<file path="src/rtl/apb_master_bridge.sv">
// Request-to-APB master bridge: queues valid/ready requests in a small FIFO and
// replays each as a SETUP/ACCESS transfer, returning one response per request.
//
// state  | meaning
// IDLE   | bus idle, waiting for a queued request
// SETUP  | psel high, penable low, address phase (one cycle)
// ACCESS | psel and penable high, waiting for pready or timeout
module apb_master_bridge #(
    parameter int DEPTH          = 4,
    parameter int TIMEOUT_CYCLES = 64
) (
    input  logic        clk,
    input  logic        reset,
    input  logic        req_valid_i,
    output logic        req_ready_o,
    input  logic        req_rnw_i,
    input  logic [9:0]  req_addr_i,
    input  logic [31:0] req_wdata_i,
    output logic        rsp_valid_o,
    output logic [31:0] rsp_rdata_o,
    output logic        rsp_timeout_o,
    output logic        psel_o,
    output logic        penable_o,
    output logic [9:0]  paddr_o,
    output logic        pwrite_o,
    output logic [31:0] pwdata_o,
    input  logic [31:0] prdata_i,
    input  logic        pready_i
);

    localparam int AW = $clog2(DEPTH);
    localparam int EW = 1 + 10 + 32;
    localparam int CW = (TIMEOUT_CYCLES > 1) ? $clog2(TIMEOUT_CYCLES) : 1;
    localparam int TO_LAST = (TIMEOUT_CYCLES > 0) ? TIMEOUT_CYCLES - 1 : 0;
    localparam logic [CW-1:0] TO_LAST_C = CW'(TO_LAST);
    localparam bit TO_EN = (TIMEOUT_CYCLES != 0);

    typedef enum logic [1:0] {IDLE, SETUP, ACCESS} state_t;

    state_t        state, state_nxt;
    logic [EW-1:0] fifo_mem [DEPTH];
    logic [AW:0]   wr_ptr, rd_ptr;
    logic [EW-1:0] head;
    logic          full, empty, push, pop;
    logic          done, abort;
    logic [CW-1:0] wait_cnt;

    // Extra MSB on each pointer distinguishes full from empty when the indices match.
    assign empty       = (wr_ptr == rd_ptr);
    assign full        = (wr_ptr[AW] != rd_ptr[AW]) && (wr_ptr[AW-1:0] == rd_ptr[AW-1:0]);
    assign req_ready_o = ~full;
    assign push        = req_valid_i & ~full;
    assign head        = fifo_mem[rd_ptr[AW-1:0]];

    always_ff @(posedge clk) begin
        if (push) begin
            fifo_mem[wr_ptr[AW-1:0]] <= {req_rnw_i, req_addr_i, req_wdata_i};
        end
    end

    always_comb begin
        state_nxt = state;
        pop       = 1'b0;
        done      = 1'b0;
        abort     = 1'b0;
        case (state)
            IDLE: begin
                if (!empty) begin
                    pop       = 1'b1;
                    state_nxt = SETUP;
                end
            end
            SETUP: state_nxt = ACCESS;
            ACCESS: begin
                if (pready_i) begin
                    done = 1'b1;
                end else if (TO_EN && (wait_cnt == TO_LAST_C)) begin
                    abort = 1'b1;
                end
                // Chaining straight into SETUP drops penable for one cycle between transfers.
                if (done || abort) begin
                    if (!empty) begin
                        pop       = 1'b1;
                        state_nxt = SETUP;
                    end else begin
                        state_nxt = IDLE;
                    end
                end
            end
            default: state_nxt = IDLE;
        endcase
    end

    always_ff @(posedge clk or negedge reset) begin
        if (!reset) begin
            state         <= IDLE;
            wr_ptr        <= '0;
            rd_ptr        <= '0;
            wait_cnt      <= '0;
            psel_o        <= 1'b0;
            penable_o     <= 1'b0;
            paddr_o       <= '0;
            pwrite_o      <= 1'b0;
            pwdata_o      <= '0;
            rsp_valid_o   <= 1'b0;
            rsp_rdata_o   <= '0;
            rsp_timeout_o <= 1'b0;
        end else begin
            state <= state_nxt;
            if (push) begin
                wr_ptr <= wr_ptr + 1'b1;
            end
            if (pop) begin
                rd_ptr   <= rd_ptr + 1'b1;
                pwrite_o <= ~head[EW-1];
                paddr_o  <= head[41:32];
                pwdata_o <= head[31:0];
            end
            psel_o    <= (state_nxt != IDLE);
            penable_o <= (state_nxt == ACCESS);
            wait_cnt  <= ((state == ACCESS) && (state_nxt == ACCESS)) ? wait_cnt + 1'b1 : '0;
            rsp_valid_o   <= done | abort;
            rsp_timeout_o <= abort;
            rsp_rdata_o   <= (done && !pwrite_o) ? prdata_i : '0;
        end
    end

endmodule
</file>
<file path="config.mk">
export PLATFORM = sky130hd
export DESIGN_NAME = apb_master_bridge
export DESIGN_NICKNAME = d
export VERILOG_FILES = /design/src/rtl/apb_master_bridge.sv
export SDC_FILE = /design/constraint.sdc
export NUM_CORES = 1
export LEC_CHECK = 0
export CORE_ASPECT_RATIO = 0.5
export CORE_MARGIN = 5
export CORE_UTILIZATION = 57
export DETAILED_ROUTE_END_ITERATION = 10
export DONT_BUFFER_PORTS = 1
export HOLD_SLACK_MARGIN = 0.08
export PLACE_DENSITY_LB_ADDON = 0.1
export SLEW_MARGIN = 20
export SYNTH_ARGS = -nofsm -noshare
export SYNTH_HDL_FRONTEND = slang
export SYNTH_SLANG_ARGS = --single-unit
</file>
<file path="constraint.sdc">
create_clock -name clk -period 3.5 [get_ports clk]
set_clock_uncertainty 0.05 [all_clocks]
set_input_delay 0.7 -clock clk [delete_from_list [all_inputs] [get_ports clk]]
set_output_delay 0.7 -clock clk [all_outputs]
set_load 0.02 [all_outputs]
</file>
# [Word level (Yosys, flattened, before mapping)]
# Memories as Yosys holds them, arrays and structs flattened.
# Cells that the tools add are included.
[word_totals] ram_bits=172 regBits=93 mem_count=1 output_inout_bits=80
[op_classes] addsub=3 mux=18 bitwise_logic=4 n_reduce_logical=7 n_eq_ne=7
[memory_table] memory="fifo_mem" depth=4 word_bits=43 read_ports=1 rd_clocked_by_memory_dff=0 wr=1 line_no="41" source="logic [EW-1:0] fifo_mem [DEPTH];"
[op_table] cell="$mux 32" count=1
[op_table] cell="$mux 1" count=12
[op_table] cell="$add 3x1->3 const B" count=2
[op_table] cell="$add 6x1->6 const B" count=1
[op_table] cell="$eq 6x6->1 const B" count=1
[op_table] cell="$mux 6" count=1
[op_table] cell="$pmux 2 s3" count=1
[op_table] cell="$eq 2x2->1 const B" count=2
[op_table] cell="$mux 2" count=2
[op_table] cell="$eq 3x3->1" count=1
[op_table] cell="$logic_and 1x1->1" count=3
[op_table] cell="$eq 2x1->1 const B" count=1
[op_table] cell="$eq 2x2->1" count=1
[op_table] cell="$logic_not 2->1" count=1
[op_table] cell="$not 1->1" count=2
[op_table] cell="$pmux 1 s2" count=1
[op_table] cell="$reduce_bool 2->1" count=1
[op_table] cell="$and 1x1->1" count=1
[op_table] cell="$logic_not 1->1" count=1
[op_table] cell="$logic_or 1x1->1" count=1
[op_table] cell="$ne 1x1->1" count=1
[op_table] cell="$or 1x1->1" count=1

# [Logic depth before layout (Yosys ltp)]
# Gate-level depths: netlist (run 1).
[logic_depth] depth_word=10 mapped_depth=6 ltp_nobuf=5

# [Least setup slack after synthesis (run 1)]
# No wires, ideal clock.
[synth_path] kind="input -> register" from="input port req_valid_i" to="memory fifo_mem[3][0] (netlist name), enable pin" setup_time_ns=0.406 arrival_ns=2.183 t_required_ns=3.044 stages=3 slack_ns=0.861 path_buffers=0 path_cell_list="inv_1 > a31oi_1 > and2_1"
[synth_via] elab_chain_cells=3
[synth_rtl] element="from (decl)" line_no="14" source="input logic req_valid_i,"
[synth_rtl] element="$and 1x1->1" line_no="52" source="assign push = req_valid_i & ~full;"
[synth_rtl] element="$mux 1" line_no="56" source="if (push) begin"
[synth_rtl] element="$mux 1 (implied by the code)" line_no="57" source="fifo_mem[wr_ptr[AW-1:0]] <= {req_rnw_i, req_addr_i, req_wdata_i};"
[synth_rtl] element="to (decl)" line_no="41"
# Every way passes these cells.

# [Final worst setup path (run 1)]
[layout_path] from="register wr_ptr[1]" to="output port req_ready_o"
[layout_via] elab_chain_cells=3
[layout_rtl] element="from (decl)" line_no="42" source="logic [AW:0] wr_ptr, rd_ptr;"
[layout_rtl] element="from (signal assigned)" line_no="111" source="wr_ptr <= wr_ptr + 1'b1;"
[layout_rtl] element="$eq 2x2->1" line_no="50" source="assign full = (wr_ptr[AW] != rd_ptr[AW]) && (wr_ptr[AW-1:0] == rd_ptr[AW-1:0]);"
[layout_rtl] element="$logic_and 1x1->1" line_no="50"
[layout_rtl] element="$not 1->1" line_no="51" source="assign req_ready_o = ~full;"
[layout_rtl] element="to (decl)" line_no="15" source="output logic req_ready_o,"
# Every way passes these cells.

==> results of run 1 <==
## final timing paths
path / from / endpoint / slack [ns] / depth (start not counted)
max in group asynchronous: reset / rd_ptr[0] / 2.24 / 2
min in group asynchronous: reset / pwdata_o[10] / 0.79 / 2
worst max register to register: rd_ptr[0] / fifo_mem[1][36] / 1.13 / 4
worst min register to register: wait_cnt[0] / wait_cnt[0] / 0.44 / 1
worst min-delay path: req_wdata_i[30] / fifo_mem[1][30] / 0.22 / 0
worst max-delay path: wr_ptr[1] / req_ready_o / 1.13 / 3
## per-layer routing
| metal | routed length, um | share of wire, % | track usage, % | vias to the layer above |
|---|---|---|---|---|
| met5 | 13 | 0.073 | 0 | - |
| met1 | 7069 | 40 | 22.90 | 2142 |
| met2 | 8676 | 49 | 30.26 | 148 |
| met4 | 369 | 2.1 | 4.021 | 2 |
| li1 | - | - | - | 1810 |
| met3 | 1617 | 9.1 | 6.440 | 30 |
## critical path, delay by kind of cell (launching register included)
family | cells | cell delay, ns
xor gates and xnor gates | 1 | 0.23
DFF | 1 | 0.48
and+or+nand+nor | 2 | 0.41
## power breakdown
group | switching, mW | internal, mW | leakage, nW
registers | 0.800 | 4.23 | 2.75
clock network | 1.10 | 1.64 | 0.402
logic | 1.27 | 1.54 | 0.969
total | 3.16 | 7.42 | 4.12
## registers in the layout, indices dropped and copies added, names as in the netlist
name           count
psel_o             1
rsp_valid_o        1
fifo_mem         172
pwrite_o           1
wait_cnt           6
state              2
pwdata_o          32
rsp_rdata_o       32
wr_ptr             3
rsp_timeout_o      1
paddr_o           10
penable_o          1
rd_ptr             3
## final cells by class
cell class / count / area share (%)
Inverter: 7 / 0.2388
Sequential cell: 265 / 68.13
Clock inverter: 11 / 1.489
Timing Repair Buffer: 11 / 0.9892
Multi-Input combinational cell: 175 / 20.42
Clock buffer: 31 / 6.072
Tap cell: 234 / 2.661
## cell families (layout without fill, tap and decap cells)
logic type	after synthesis	count (layout)	share of synthesized area [%]
mux	87	87	16.18
fa+ha+maj	6	6	0.7585
buf+inv	25	60	1.757
simple gates	61	61	3.477
compound gates	11	11	0.8597
xor+xnor	10	10	1.264
flops	265	265	75.70
## cells in the final DEF (no fill, tap or decap), drive strengths merged
cell / instances
nor3: 1
mux2i: 1
inv: 8
edfxtp: 172
a32oi: 1
dlygate4sd3: 1
clkinvlp: 2
o211ai: 1
bufinv: 4
a31oi: 2
nor2: 10
xor2: 3
nand3: 2
ha: 6
clkbuf: 31
nor3b: 1
a41oi: 1
o21ai: 4
clkinv: 4
and2: 37
nand2: 5
a21oi: 2
mux2: 43
buf: 10
nor2b: 2
or2: 2
dfrtp: 93
xnor2: 7
nand2b: 1
mux4: 43
## per-stage QoR
stage / utilization (%) / area, um^2 / total power [mW] / setup WS [ns]
after global placement: 58.87 / 10120 / 7.830 / 1.166
after CTS: 63.93 / 10990 / 10.73 / 1.101
after floorplan: - / 9897 / 7.442 / 0.8608
final: 64.03 / 11000 / 10.58 / 1.130
after detailed placement: 58.87 / 10120 / 7.955 / 1.087
after global routing: 64.03 / 11000 / 11.12 / 1.026
==> impl_metrics.yaml, run 1 <==
clock_network:
  cts_sinks: 265
  ctsResizeCount: 0
  cts_root_buffer: "clkbuf_16"
  cts.htree.levels: 1
  clkLatencyLatePin_ns: 0.52
  cts_max_path_buffers: 3
  path_clk_slew_ns: 0.07
  cts_tree: "yes"
  cts_hold_buffers: 2
  postCtsSetupRepairBufs: 0
  cts_buffers: 23
floorplanning:
  die_h_um: 103.2
  die_w_um: 196.4
  core_um2: 17190
  initial_core_util_pct: 57.59
  core.rowCount: 34
  die-area_um2: 20260
  pin_count: 159
pwr:
  cellLeakagePower_nw: 4.120
  powerDensity_nw_per_um2: 961.5
  vdd_drop_max_mv: 0.4484
global_routing:
  grt_pass1_vias: 4546
  gr-total-overflow: 0
  grt_max_degree: 94
  grt_pass1_wl_um: 27180
  grt_util_all_layers_pct: 17.88
  antenna_found_initial: 1
final_layout:
  register_area_um2: 7497
  diodes: 0
  nets: 568
  drive_above_1_share_pct: 29.40
  multiInputGateArea_um2: 2247
  fillers: 1158
  syn_to_final_growth_pct: 11.19
  finalNonFillerCells: 734
route:
  drc: 0
  routed_wl_um: 17750
  first_pass_iters: 4
  post_drt_via_cell_ratio: 5.629
  drtIter0Drc: 118
  detail-route-antenna-nets: 0
  wl_per_cell_um: 24.18
  vias: 4132
sta:
  tns_ns: 0
  worstMarginPinSlew_ns: 0.8786
  rsz0062_at_grt: "false"
  slew_violations: 0
  period_needed_ns: 2.370
  setup_viol: 0
  clock.fmax_mhz: 421.9
  whs_ns: 0.2250
  period_share_pct: 67.72
  hold_viol_final: 0
  slew_headroom_pct: 41.43
yosys:
  synthArstFlopShare_pct: 35.09
  avgSynthCellArea_um2: 21.28
  yosysTopAreaCellShare_pct: 52.19
  synth_nets: 550
  yosysWarnings: 0
  synth.most_common_cell: "edfxtp_1"
  synth.largest_area_cell: "edfxtp_1"
  syn_area_um2: 9897
  yosysSeqAreaShare_pct: 75.70
  synth_edf_count: 172
  ys_top_cells_by_count: "edfxtp_1, dfrtp_1, mux4_2"
  synth_ff_type: "edfxtp_1"
  yosys-top-cells-area: "edfxtp_1, dfrtp_1, mux4_2, mux2_4, and2_1"
  yosysUniqueCellTypes: 33
  postSynthCellCount: 465
  ys_ff_latch: 265
critical_path:
  worstPathCellList: "xnor2_4 -> and2_1 -> nand2_1"
  arrival_ns: 1.62
  startpoint_type: "flop"
  max_stage_delay_ns: 0.48
  cp_max_fo: 4
  cp_slowest_cell: "dfrtp_1"
  path_class: "flop to output pin"
  end_kind: "output pin"
  crit_required_ns: 2.75
flow_run:
  drv_cap: 0
placed_design:
  dpl.hpwl_um: 10700
  numPortBuffers: 0
  gp_congestion: 0.8514
  place_inst: 689
min_path:
  hold_class: "input pin to flop"
status:
  status: "completed"
(Power assumes the default switching activity.)
==> run 2, diff against run 1 <==
--- a/config.mk
+++ b/config.mk
@@ -7,7 +7,7 @@
 export LEC_CHECK = 0
 export CORE_ASPECT_RATIO = 0.5
 export CORE_MARGIN = 5
-export CORE_UTILIZATION = 57
+export CORE_UTILIZATION = 56
 export DETAILED_ROUTE_END_ITERATION = 10
 export DONT_BUFFER_PORTS = 1
 export HOLD_SLACK_MARGIN = 0.08
==> constraint.sdc (replaced) <==
create_clock -name clk -period 2.13 [get_ports clk]
set_clock_uncertainty 0.05 [all_clocks]
set_input_delay 0.426 -clock clk [delete_from_list [all_inputs] [get_ports clk]]
set_output_delay 0.426 -clock clk [all_outputs]
set_load 0.02 [all_outputs]
==> run 2 against run 1 <==
Net effect: the run now ends with hold timing left; wire length up 6.4%; via count up 9.1%; worst hold slack worse by 0.66 ns; die area up 1.7%; total power up 64%; largest power group unchanged; worst setup slack worse by 1.1 ns; cell count up 11%; clock-buffer cell count down 1; sequential cell count unchanged; first-iteration DRC count up 70%.
==> impl_metrics.yaml, run 2 (synthesized netlist as in run 1, its figures left out) <==
floorplanning:
  die_w_um: 198.0
  die_h_um: 104.0
  die-area_um2: 20590
  core_um2: 17360
  core.rowCount: 34
  pin_count: 159
  initial_core_util_pct: 57.02
clock_network:
  cts_tree: "yes"
  clkLatencyLatePin_ns: 0.50
  cts_sinks: 265
  cts_hold_buffers: 76
  path_clk_slew_ns: 0.07
  cts_buffers: 23
  cts_max_path_buffers: 3
  cts_root_buffer: "clkbuf_16"
  cts.htree.levels: 1
route:
  post_drt_via_cell_ratio: 5.530
  vias: 4507
  detail-route-antenna-nets: 0
  drtIter0Drc: 201
  first_pass_iters: 4
  drc: 0
  routed_wl_um: 18880
  wl_per_cell_um: 23.16
sta:
  period_needed_ns: 2.053
  setup_ws_ns: 0.07745
  period_share_pct: 96.36
  worstMarginPinSlew_ns: 0.6807
  tns_ns: 0
  slew_violations: 0
  slew_headroom_pct: 54.62
  whs_ns: -0.4346
  clock.fmax_mhz: 487.2
  hold_viol_final: 93
  rsz0062_at_grt: "false"
  setup_viol: 0
global_routing:
  antenna_found_initial: 0
  grt_pass1_vias: 5044
  grt_util_all_layers_pct: 18.60
  grt_max_degree: 94
  gr-total-overflow: 0
  grt_pass1_wl_um: 29730
final_layout:
  finalNonFillerCells: 815
  drive_above_1_share_pct: 24.96
  largest_reg_flops: 172
  syn_to_final_growth_pct: 18.69
  fillers: 1090
  final_util_pct: 67.68
  nets: 650
  final_cell_mix: "edfxtp_1, dfrtp_1, dlygate4sd3_1"
  layout_commonest_cell: "edfxtp_1"
  diodes: 0
status:
  failed_checks: "hold timing"
  status: "complete, but fails checks"
critical_path:
  crit_required_ns: 1.65
  cp_max_fo: 4
  path_class: "flop to output pin"
  reg2regPathDepth: 4
  arrival_ns: 1.58
  startpoint_type: "flop"
  end_kind: "output pin"
min_path:
  hold_class: "input pin to async pin"
pwr:
  p_total_mw: 17.38
  vdd_drop_max_mv: 0.8594
  cellLeakagePower_nw: 4.425
  powerDensity_nw_per_um2: 1480
placed_design:
  numPortBuffers: 0
  gp_congestion: 0.8164
  dpl_worst_slack_ns: 0.1631
  place_inst: 698
  dpl.hpwl_um: 11890
flow_run:
  drv_cap: 0
run 2: cell count changes in the layout (fill, tap and decap cells not counted), moves of 2 or more:
cell           delta
dlygate4sd3_1    +75
buf_4             +3
clkinv_1          +6
buf_12            +6
clkbuf_1          +3
clkbuf_16         -2
clkbuf_8          -2
run 2: metrics by stage:
stage          hold slack [ns]  cell area [um^2]
2_1_floorplan          0.08041              9902
3_3_place_gp           0.08343             10260
3_5_place_dp           0.08300             10260
4_1_cts                -0.4483             11740
5_1_grt                -0.4616             11750
6_report               -0.4346             11750
run 2: area by class of cell:
| class | count | area (um^2) | area share, % |
|---|---|---|---|
| clock inverter | 11 | 121.4 | 1.033 |
| timing repair buffer | 93 | 963.4 | 8.202 |
| tap | 234 | 292.8 | 2.493 |
| inverter | 7 | 26.28 | 0.2237 |
| sequential | 265 | 7497 | 63.83 |
| clock buffer | 30 | 601.8 | 5.124 |
| multi-input combinational | 175 | 2243 | 19.10 |
run 2: routing by layer:
layer  vias up  routed length [um]  track usage (%)
met3        28                1492            4.725
met1      2336                7829            24.89
li1       1981                   -                -
met4         0                 364            3.782
met2       162                9191            31.44
met5         -                   0                0
run 2: final timing paths:
path,startpoint,to,slack (ns)
max in group asynchronous,reset,rd_ptr[0],2.27
worst min-delay path,reset,rsp_rdata_o[16],-0.43
worst max register to register,rd_ptr[0],fifo_mem[3][1],0.16
worst min register to register,wait_cnt[0],wait_cnt[0],0.45
min in group clk,pready_i,rd_ptr[2],0.21
worst max-delay path,wr_ptr[1],req_ready_o,0.08
run 2: power by group:
| group | leakage [nW] | internal [mW] | switching, mW | total (mW) |
|---|---|---|---|---|
| combinational | 1.33 | 2.82 | 2.19 | 5.02 |
| clock | 0.349 | 2.35 | 1.73 | 4.08 |
| sequential | 2.75 | 6.94 | 1.34 | 8.28 |
run 2: critical path, cell delays in order (launching register included):
cell and delay [ns]:
dfrtp_1 0.47, xnor2_4 0.24, and2_1 0.22, nand2_2 0.15
run 2: repair_timing:
action,CTS,global route
setup endpoints to repair,0,1
gates resized for setup,0,1
endpoints found under the hold margin,301,93
buffers inserted,0,0
